==> config.mk <==
export PLATFORM = sky130hd
export DESIGN_NAME = grey_code_rx_flat
export DESIGN_NICKNAME = d
export VERILOG_FILES = /design/src/rtl/grey_code_rx_pkg.sv /design/src/rtl/grey_code_rx_if.sv /design/src/rtl/grey_code_rx_sync.sv /design/src/rtl/grey_code_rx.sv /design/src/flat_wrapper.sv
export SDC_FILE = /design/constraint.sdc
export NUM_CORES = 1
export LEC_CHECK = 0
export CELL_PAD_IN_SITES_DETAIL_PLACEMENT = 2
export CELL_PAD_IN_SITES_GLOBAL_PLACEMENT = 2
export CORE_MARGIN = 2
export CORE_UTILIZATION = 34
export CTS_CLUSTER_SIZE = 25
export DETAILED_ROUTE_END_ITERATION = 7
export HOLD_SLACK_MARGIN = 0.05
export PLACE_DENSITY_LB_ADDON = 0.1
export SLEW_MARGIN = 20
export SYNTH_ARGS = -nofsm -noshare
export SYNTH_HDL_FRONTEND = slang
export SYNTH_SLANG_ARGS = --single-unit
==> constraint.sdc <==
create_clock -name i_clk -period 4.9 [get_ports i_clk]
set_input_delay 0.98 -clock i_clk [delete_from_list [all_inputs] [get_ports i_clk]]
set_output_delay 0.98 -clock i_clk [all_outputs]
set_load 0.03 [all_outputs]
==> src/rtl/grey_code_rx_pkg.sv <==
// Shared types and Gray-code helpers for the grey_code_rx receiver.
// f_grey6 is the generator-side encoder, kept here so both ends agree on the sequence.
package grey_code_rx_pkg;

  localparam int GREY_W = 6;

  typedef enum logic {
    ACQUIRE = 1'b0,
    TRACK   = 1'b1
  } state_e;

  function automatic logic [GREY_W-1:0] f_grey6(input logic [GREY_W-1:0] b);
    return b ^ (b >> 1);
  endfunction

  function automatic logic [GREY_W-1:0] f_grey2bin6(input logic [GREY_W-1:0] g);
    logic [GREY_W-1:0] b;
    b[GREY_W-1] = g[GREY_W-1];
    for (int i = GREY_W - 2; i >= 0; i--) begin
      b[i] = b[i+1] ^ g[i];
    end
    return b;
  endfunction

  function automatic logic [2:0] f_popcount6(input logic [GREY_W-1:0] v);
    logic [2:0] n;
    n = '0;
    for (int i = 0; i < GREY_W; i++) begin
      n = n + {2'b00, v[i]};
    end
    return n;
  endfunction

endpackage

==> src/rtl/grey_code_rx_if.sv <==
// Link-side bundle of the Gray-code receiver: incoming code, error clear and status outputs.
// master = whoever drives the code and reads status, slave = the receiver.
interface grey_code_rx_if #(
  parameter int COUNT_W = 16,
  parameter int ERR_W   = 8
);
  import grey_code_rx_pkg::*;

  logic [GREY_W-1:0]  i_grey_code;
  logic               i_err_clr;
  logic [GREY_W-1:0]  o_bin;
  logic               o_locked;
  logic               o_step;
  logic [COUNT_W-1:0] o_step_count;
  logic               o_err;
  logic               o_err_sticky;
  logic [ERR_W-1:0]   o_err_count;

  modport master (
    output i_grey_code, i_err_clr,
    input  o_bin, o_locked, o_step, o_step_count, o_err, o_err_sticky, o_err_count
  );

  modport slave (
    input  i_grey_code, i_err_clr,
    output o_bin, o_locked, o_step, o_step_count, o_err, o_err_sticky, o_err_count
  );
endinterface

==> src/rtl/grey_code_rx_sync.sv <==
// grey_sync: plain STAGES-deep flop chain for bringing a bus into the i_clk domain.
// Only safe for Gray-coded (single-bit-change) buses; no logic between stages.
module grey_sync #(
  parameter int W      = 6,
  parameter int STAGES = 2
) (
  input  logic         i_clk,
  input  logic         i_reset,
  input  logic [W-1:0] i_d,
  output logic [W-1:0] o_q
);

  logic [W-1:0] sync_q [STAGES];
  logic [W-1:0] sync_d [STAGES];

  always_comb begin
    sync_d[0] = i_d;
    for (int k = 1; k < STAGES; k++) begin
      sync_d[k] = sync_q[k-1];
    end
  end

  always_ff @(posedge i_clk) begin
    for (int k = 0; k < STAGES; k++) begin
      if (i_reset) sync_q[k] <= '0;
      else         sync_q[k] <= sync_d[k];
    end
  end

  assign o_q = sync_q[STAGES-1];

endmodule

==> src/rtl/grey_code_rx.sv <==
// Gray-code link receiver: synchronise, lock after a stable run, then count +1 steps
// and flag any other transition, dropping back to ACQUIRE to re-lock.
module grey_code_rx #(
  parameter int SYNC_STAGES   = 2,
  parameter int STABLE_CYCLES = 4,
  parameter int COUNT_W       = 16,
  parameter int ERR_W         = 8
) (
  input  logic           i_clk,
  input  logic           i_reset,
  grey_code_rx_if.slave  bus
);
  import grey_code_rx_pkg::*;

  localparam logic [ERR_W-1:0] ERR_MAX = '1;

  logic [GREY_W-1:0]  s_grey, s_bin, diff;
  logic               fwd_step;
  state_e             state_q, state_d;
  logic [GREY_W-1:0]  p_grey_q, p_grey_d, bin_q, bin_d, prev_q, prev_d;
  logic [3:0]         cnt_q, cnt_d;
  logic [2:0]         warm_q, warm_d;
  logic               locked_q, locked_d, step_q, step_d, err_q, err_d;
  logic               sticky_q, sticky_d;
  logic [COUNT_W-1:0] step_count_q, step_count_d;
  logic [ERR_W-1:0]   err_count_q, err_count_d;

  grey_sync #(.W(GREY_W), .STAGES(SYNC_STAGES)) u_sync (
    .i_clk   (i_clk),
    .i_reset (i_reset),
    .i_d     (bus.i_grey_code),
    .o_q     (s_grey)
  );

  assign s_bin    = f_grey2bin6(s_grey);
  assign diff     = s_grey ^ p_grey_q;
  assign fwd_step = (f_popcount6(diff) == 3'd1) && (s_bin == 6'(bin_q + 6'd1));

  always_comb begin
    state_d      = state_q;
    p_grey_d     = p_grey_q;
    bin_d        = bin_q;
    prev_d       = s_grey;
    cnt_d        = cnt_q;
    warm_d       = warm_q;
    locked_d     = locked_q;
    step_d       = 1'b0;
    err_d        = 1'b0;
    step_count_d = step_count_q;

    case (state_q)
      ACQUIRE: begin
        // Cleared synchroniser flops are not real samples: let the chain fill first.
        if (warm_q != 3'd0) begin
          warm_d = warm_q - 3'd1;
        end else begin
          cnt_d = (s_grey != prev_q) ? 4'd1 : cnt_q + 4'd1;
          if (cnt_d == 4'(STABLE_CYCLES)) begin
            state_d  = TRACK;
            p_grey_d = s_grey;
            bin_d    = s_bin;
            locked_d = 1'b1;
          end
        end
      end
      TRACK: begin
        if (diff != '0) begin
          if (fwd_step) begin
            p_grey_d     = s_grey;
            bin_d        = s_bin;
            step_d       = 1'b1;
            step_count_d = step_count_q + COUNT_W'(1);
          end else begin
            err_d    = 1'b1;
            state_d  = ACQUIRE;
            locked_d = 1'b0;
            cnt_d    = 4'd0;
          end
        end
      end
      default: state_d = ACQUIRE;
    endcase

    // Clear takes effect before a same-cycle error is recorded.
    sticky_d    = (sticky_q & ~bus.i_err_clr) | err_d;
    err_count_d = bus.i_err_clr ? '0 : err_count_q;
    if (err_d && err_count_d != ERR_MAX) err_count_d = err_count_d + ERR_W'(1);
  end

  always_ff @(posedge i_clk) begin
    if (i_reset) begin
      state_q      <= ACQUIRE;
      p_grey_q     <= '0;
      bin_q        <= '0;
      prev_q       <= '0;
      cnt_q        <= '0;
      warm_q       <= 3'(SYNC_STAGES);
      locked_q     <= 1'b0;
      step_q       <= 1'b0;
      err_q        <= 1'b0;
      sticky_q     <= 1'b0;
      step_count_q <= '0;
      err_count_q  <= '0;
    end else begin
      state_q      <= state_d;
      p_grey_q     <= p_grey_d;
      bin_q        <= bin_d;
      prev_q       <= prev_d;
      cnt_q        <= cnt_d;
      warm_q       <= warm_d;
      locked_q     <= locked_d;
      step_q       <= step_d;
      err_q        <= err_d;
      sticky_q     <= sticky_d;
      step_count_q <= step_count_d;
      err_count_q  <= err_count_d;
    end
  end

  assign bus.o_bin        = bin_q;
  assign bus.o_locked     = locked_q;
  assign bus.o_step       = step_q;
  assign bus.o_step_count = step_count_q;
  assign bus.o_err        = err_q;
  assign bus.o_err_sticky = sticky_q;
  assign bus.o_err_count  = err_count_q;

endmodule

==> src/flat_wrapper.sv <==
// flat-port wrapper written by rule: the top's interface ports become plain ports
module grey_code_rx_flat import grey_code_rx_pkg::*;
#(
  parameter int SYNC_STAGES   = 2,
  parameter int STABLE_CYCLES = 4,
  parameter int COUNT_W       = 16,
  parameter int ERR_W         = 8
)
  (i_clk, i_reset, bus_i_grey_code, bus_i_err_clr, bus_o_bin, bus_o_locked, bus_o_step, bus_o_step_count, bus_o_err, bus_o_err_sticky, bus_o_err_count);
  grey_code_rx_if #(.COUNT_W(COUNT_W), .ERR_W(ERR_W)) bus_i ();
  input  logic i_clk;
  input  logic i_reset;
  input wire logic [$bits(bus_i.i_grey_code)-1:0] bus_i_grey_code;
  input wire logic [$bits(bus_i.i_err_clr)-1:0] bus_i_err_clr;
  output wire logic [$bits(bus_i.o_bin)-1:0] bus_o_bin;
  output wire logic [$bits(bus_i.o_locked)-1:0] bus_o_locked;
  output wire logic [$bits(bus_i.o_step)-1:0] bus_o_step;
  output wire logic [$bits(bus_i.o_step_count)-1:0] bus_o_step_count;
  output wire logic [$bits(bus_i.o_err)-1:0] bus_o_err;
  output wire logic [$bits(bus_i.o_err_sticky)-1:0] bus_o_err_sticky;
  output wire logic [$bits(bus_i.o_err_count)-1:0] bus_o_err_count;
  assign bus_i.i_grey_code = bus_i_grey_code;
  assign bus_i.i_err_clr = bus_i_err_clr;
  assign bus_o_bin = bus_i.o_bin;
  assign bus_o_locked = bus_i.o_locked;
  assign bus_o_step = bus_i.o_step;
  assign bus_o_step_count = bus_i.o_step_count;
  assign bus_o_err = bus_i.o_err;
  assign bus_o_err_sticky = bus_i.o_err_sticky;
  assign bus_o_err_count = bus_i.o_err_count;
  grey_code_rx #(.SYNC_STAGES(SYNC_STAGES), .STABLE_CYCLES(STABLE_CYCLES), .COUNT_W(COUNT_W), .ERR_W(ERR_W)) u_core (.i_clk(i_clk), .i_reset(i_reset), .bus(bus_i));
endmodule
==> impl_results.md <==
- Tmin final: 4.55 ns
- First-pass detailed-route iteration total: 4
- Clock sinks: 65
- Clk_lat worst skew: roughly 0.35 ns
- Register area: 0.00130 mm²
- Area growth syn-to-layout: 21.8%
- Power share of the clock group: 44.1%
- Slowest CP cell: or4_4
- Row count: 37
- CTS buffer count: 9
- Tcrit/Tclk final: 92.9%
- Cell internal pwr: 0.952 mW
- Buf/Inv on CP: 2
- Slew Viols, Final: 0
- Nets: 451
- Crit. Startpoint: u_core.u_sync.sync_q[1][0]$_SDFF_PP0_
- Crit end category: flop
- Number of DRC markers in iteration 0: 59
- Synthesized instance count: 396
- Skew final: between 0.008 and 0.009 ns
- Vias in the first global route: 3,280
- PwrDens: 297 mW/mm²
- HPWL after detailed placement: 6950 µm
- Post-Synthesis Mean Instance Area: 8.93 µm²
- Top FF cell, synth: dfxtp_1
- Hold EP: u_core.u_sync.sync_q[1][1]$_SDFF_PP0_
- Clk buf depth: 2
- Fmax: 220 MHz
- Gr usage total: around a fifth
- I/O pin count: 43
- Sequential power share: 43.8%
- R2R Path Start: u_core.u_sync.sync_q[1][0]$_SDFF_PP0_
- Number of synthesized flops with an enable pin: 0
- Startpoint of the worst hold path: u_core.u_sync.sync_q[0][1]$_SDFF_PP0_
- Syn_nets: 416
- Psw: 0.329 mW
- TritonCTS clock tree: built
- Via density: 5.26
- Worst slew margin: 50.6%
- GPL Wtd Cong: 0.780
- Yosys warning total: 0
- Sequential-to-total area share from yosys stat: 36.8%
- FF-to-FF setup slack: 0.35 ns
- DIE AREA: 0.0112 mm²
- Depth of the worst register-to-register path: 14
- Vias: roughly 3k
- Setup CP Type: flop to flop
- WHS Path Cells: 1
- # hold bufs at CTS: 0
- Root Buffer: clkbuf_8
- Sw frac: 25.7%
- Required time of the worst setup path: 5.14 ns
- Peak supply drop: approximately 0.00021 V
- Initial antenna violation count: 0
- Setup violators final: 0
- Inserted Diodes: 0
- Post-synth cell types: 53
- Startpoint types: flop
- Hold Crit Class: flop to flop
- Multi-input logic area: approximately 0.0021 mm²
- Initial core utilization: 34.6%
- CTS H-tree lvls: 3
- Most Frequent Cell on Critical Path: fa_1
- Slowest stage delay, CP: 0.55 ns
- Filler instances: 1,112
- Design area: 0.00431 mm²
- Antenna-violating nets left: 0
- Share of layout cells above drive strength 1: 10.3%
- Remaining routing DRC violations: 0
- Cell family with most CP delay: adder cells
- Slew @ Worst Pin: 0.741 ns
- Logic pwr share: 12.1%
- Post-synth top area cell: dfxtp_1
- DRT Wirelength: ~9700 µm
- CP Cell Sequence: xnor2_1 > ha_1 > inv_1 > fa_1 > inv_1 > fa_1 > fa_1 > nor2_1 > o211a_1 > o21ai_1 > or4_1 > or4_4 > nor4_1 > mux2_2
- Overflow after GRT: 0
- Max cap viols: 0
- RR Endpoint: u_core.bus.o_step_count[15]$_SDFFE_PP0P_
- Synth top area cells: dfxtp_1, nor2b_1, xor2_1, mux2_2, a21oi_1
- Sum Neg Setup Slack: 0 ns
- RSZ-0062 raised after global routing: false
- Area fraction of the dominant cell type after synthesis: ~37%
- Post-Syn Area: 0.00354 mm²
- Final number of hold-violating endpoints: 0
- Port Buffers: 42
- Pleak: 1.61 nW
- Asr flop ratio synth: 0%
- Die Wd: 106 µm
- Die height: approximately 110 µm
- Most frequent cells in the layout: dfxtp_1, clkdlybuf4s50_1, nor2b_1, nor2_1, nand2_1
- First-pass GRT wire length: 16,600 µm
- Crit path DAT: 4.79 ns
- Drt wl/cell: 17.0 µm
- Most common cell after layout, fill and taps aside: dfxtp_1
- Largest net degree at the start of global routing: 42
- Clock transition at path regs: ~0.080 ns
- Flops & latches, synth: 65
- Status: complete, no violations
- Area post-placement: 0.00406 mm²
- Critical Path Fanout Max: 17
- Core Area: 0.0102 mm²
cell families (layout without fill, tap and decap cells):
group	Yosys count	in the layout	share of synthesized area (%)
and+or+nand+nor	162	162	26.1
buffers and inverters	41	81	5.27
DFF	65	65	36.8
adders and majority gates	11	11	4.53
xor gates and xnor gates	31	31	9.59
muxes	16	16	4.85
AOI/OAI and AO/OA	70	70	12.9
worst reg2reg max path: cells and delay by family (launching register included):
kind,cells,cell delay (ns)
buffers and inverters,2,0.09
XOR/XNOR,1,0.15
multiplexers,1,0.37
AND/OR/NAND/NOR,4,1.45
adder cells (fa/ha/maj),4,1.58
flip-flops,1,0.52
AO/OA/AOI/OAI,2,0.29
what timing repair did:
action / CTS / global route
resized for setup: 0 / 1
setup buffers: 0 / 0
setup endpoints to repair: 0 / 5
stage by stage:
| step | utilization, % | power, mW | hold slack (ns) | instances | setup WS [ns] |
|---|---|---|---|---|---|
| detailed placement | 39.7 | 0.730 | 0.439 | 556 | 0.216 |
| floorplan | - | 0.684 | 0.414 | 396 | 0.342 |
| finish | 42.1 | 1.28 | 0.448 | 572 | 0.347 |
| CTS | 42.1 | 1.30 | 0.449 | 572 | 0.151 |
| global placement | 39.7 | 0.723 | 0.424 | 556 | 0.320 |
| global route | 42.1 | 1.35 | 0.456 | 572 | 0.133 |
final cells by class:
class                      count  share of cell area, %
multi-input combinational    290                   47.8
sequential                    65                   30.2
timing repair buffer          51                   11.2
tap                          136                   3.95
clock buffer                   9                   2.87
clock inverter                 7                   2.76
inverter                      14                   1.22
synthesized netlist by cell type (all sizes together), types with 2 or more instances:
cell,count
xor2,15
and2,3
a41o,2
mux2i,7
o21ai,17
o31ai,13
nor4,4
dfxtp,65
or2,3
o211ai,3
xnor3,3
mux2,9
xnor2,13
buf,9
o211a,2
nand3,12
nand3b,5
a31o,2
a21oi,20
nand2b,7
inv,14
or4,10
fa,3
clkbuf,18
and3,5
or3,13
nor2,25
ha,8
o41ai,2
nor2b,32
nor3b,3
nand4,5
nor3,4
nand2,22
nand4b,5
worst max-delay path by stage:
stage	end	slack, ns	cells past startpoint
3_5_place_dp	u_core.bus.o_step_count[15]$_SDFFE_PP0P_	0.22	14
2_1_floorplan	u_core.bus.o_step_count[13]$_SDFFE_PP0P_	0.34	18
4_1_cts	u_core.bus.o_step_count[3]$_SDFFE_PP0P_	0.15	15
3_3_place_gp	u_core.bus.o_step_count[15]$_SDFFE_PP0P_	0.32	14
5_1_grt	u_core.bus.o_step_count[15]$_SDFFE_PP0P_	0.13	14
6_report	u_core.bus.o_step_count[15]$_SDFFE_PP0P_	0.35	14
per-layer routing:
| metal | GRT usage, % | routed length [µm] | up-vias |
|---|---|---|---|
| met5 | 0 | 0 | - |
| met1 | 24.6 | 4740 | 1512 |
| met3 | 3.13 | 188 | 9 |
| met4 | 5.92 | 114 | 0 |
| li1 | - | - | 1459 |
| met2 | 31.1 | 4690 | 30 |
flip-flops by register name (all words and copies together), names as in the netlist, 3 cells and up:
signal                   flops
u_core.u_sync.sync_q        12
u_core.warm_q                3
u_core.prev_q                6
u_core.bus.o_step_count     16
u_core.bus.o_bin             6
u_core.p_grey_q              5
u_core.bus.o_err_count       8
u_core.cnt_q                 4
power by group through the flow:
stage	Sequential [mW]	Clock [mW]	Combinational [mW]
6_report	0.561	0.565	0.155
4_1_cts	0.562	0.580	0.159
2_1_floorplan	0.568	0	0.116
5_1_grt	0.564	0.608	0.179
3_3_place_gp	0.572	0	0.151
3_5_place_dp	0.574	0	0.156
(Power assumes the default switching activity.)
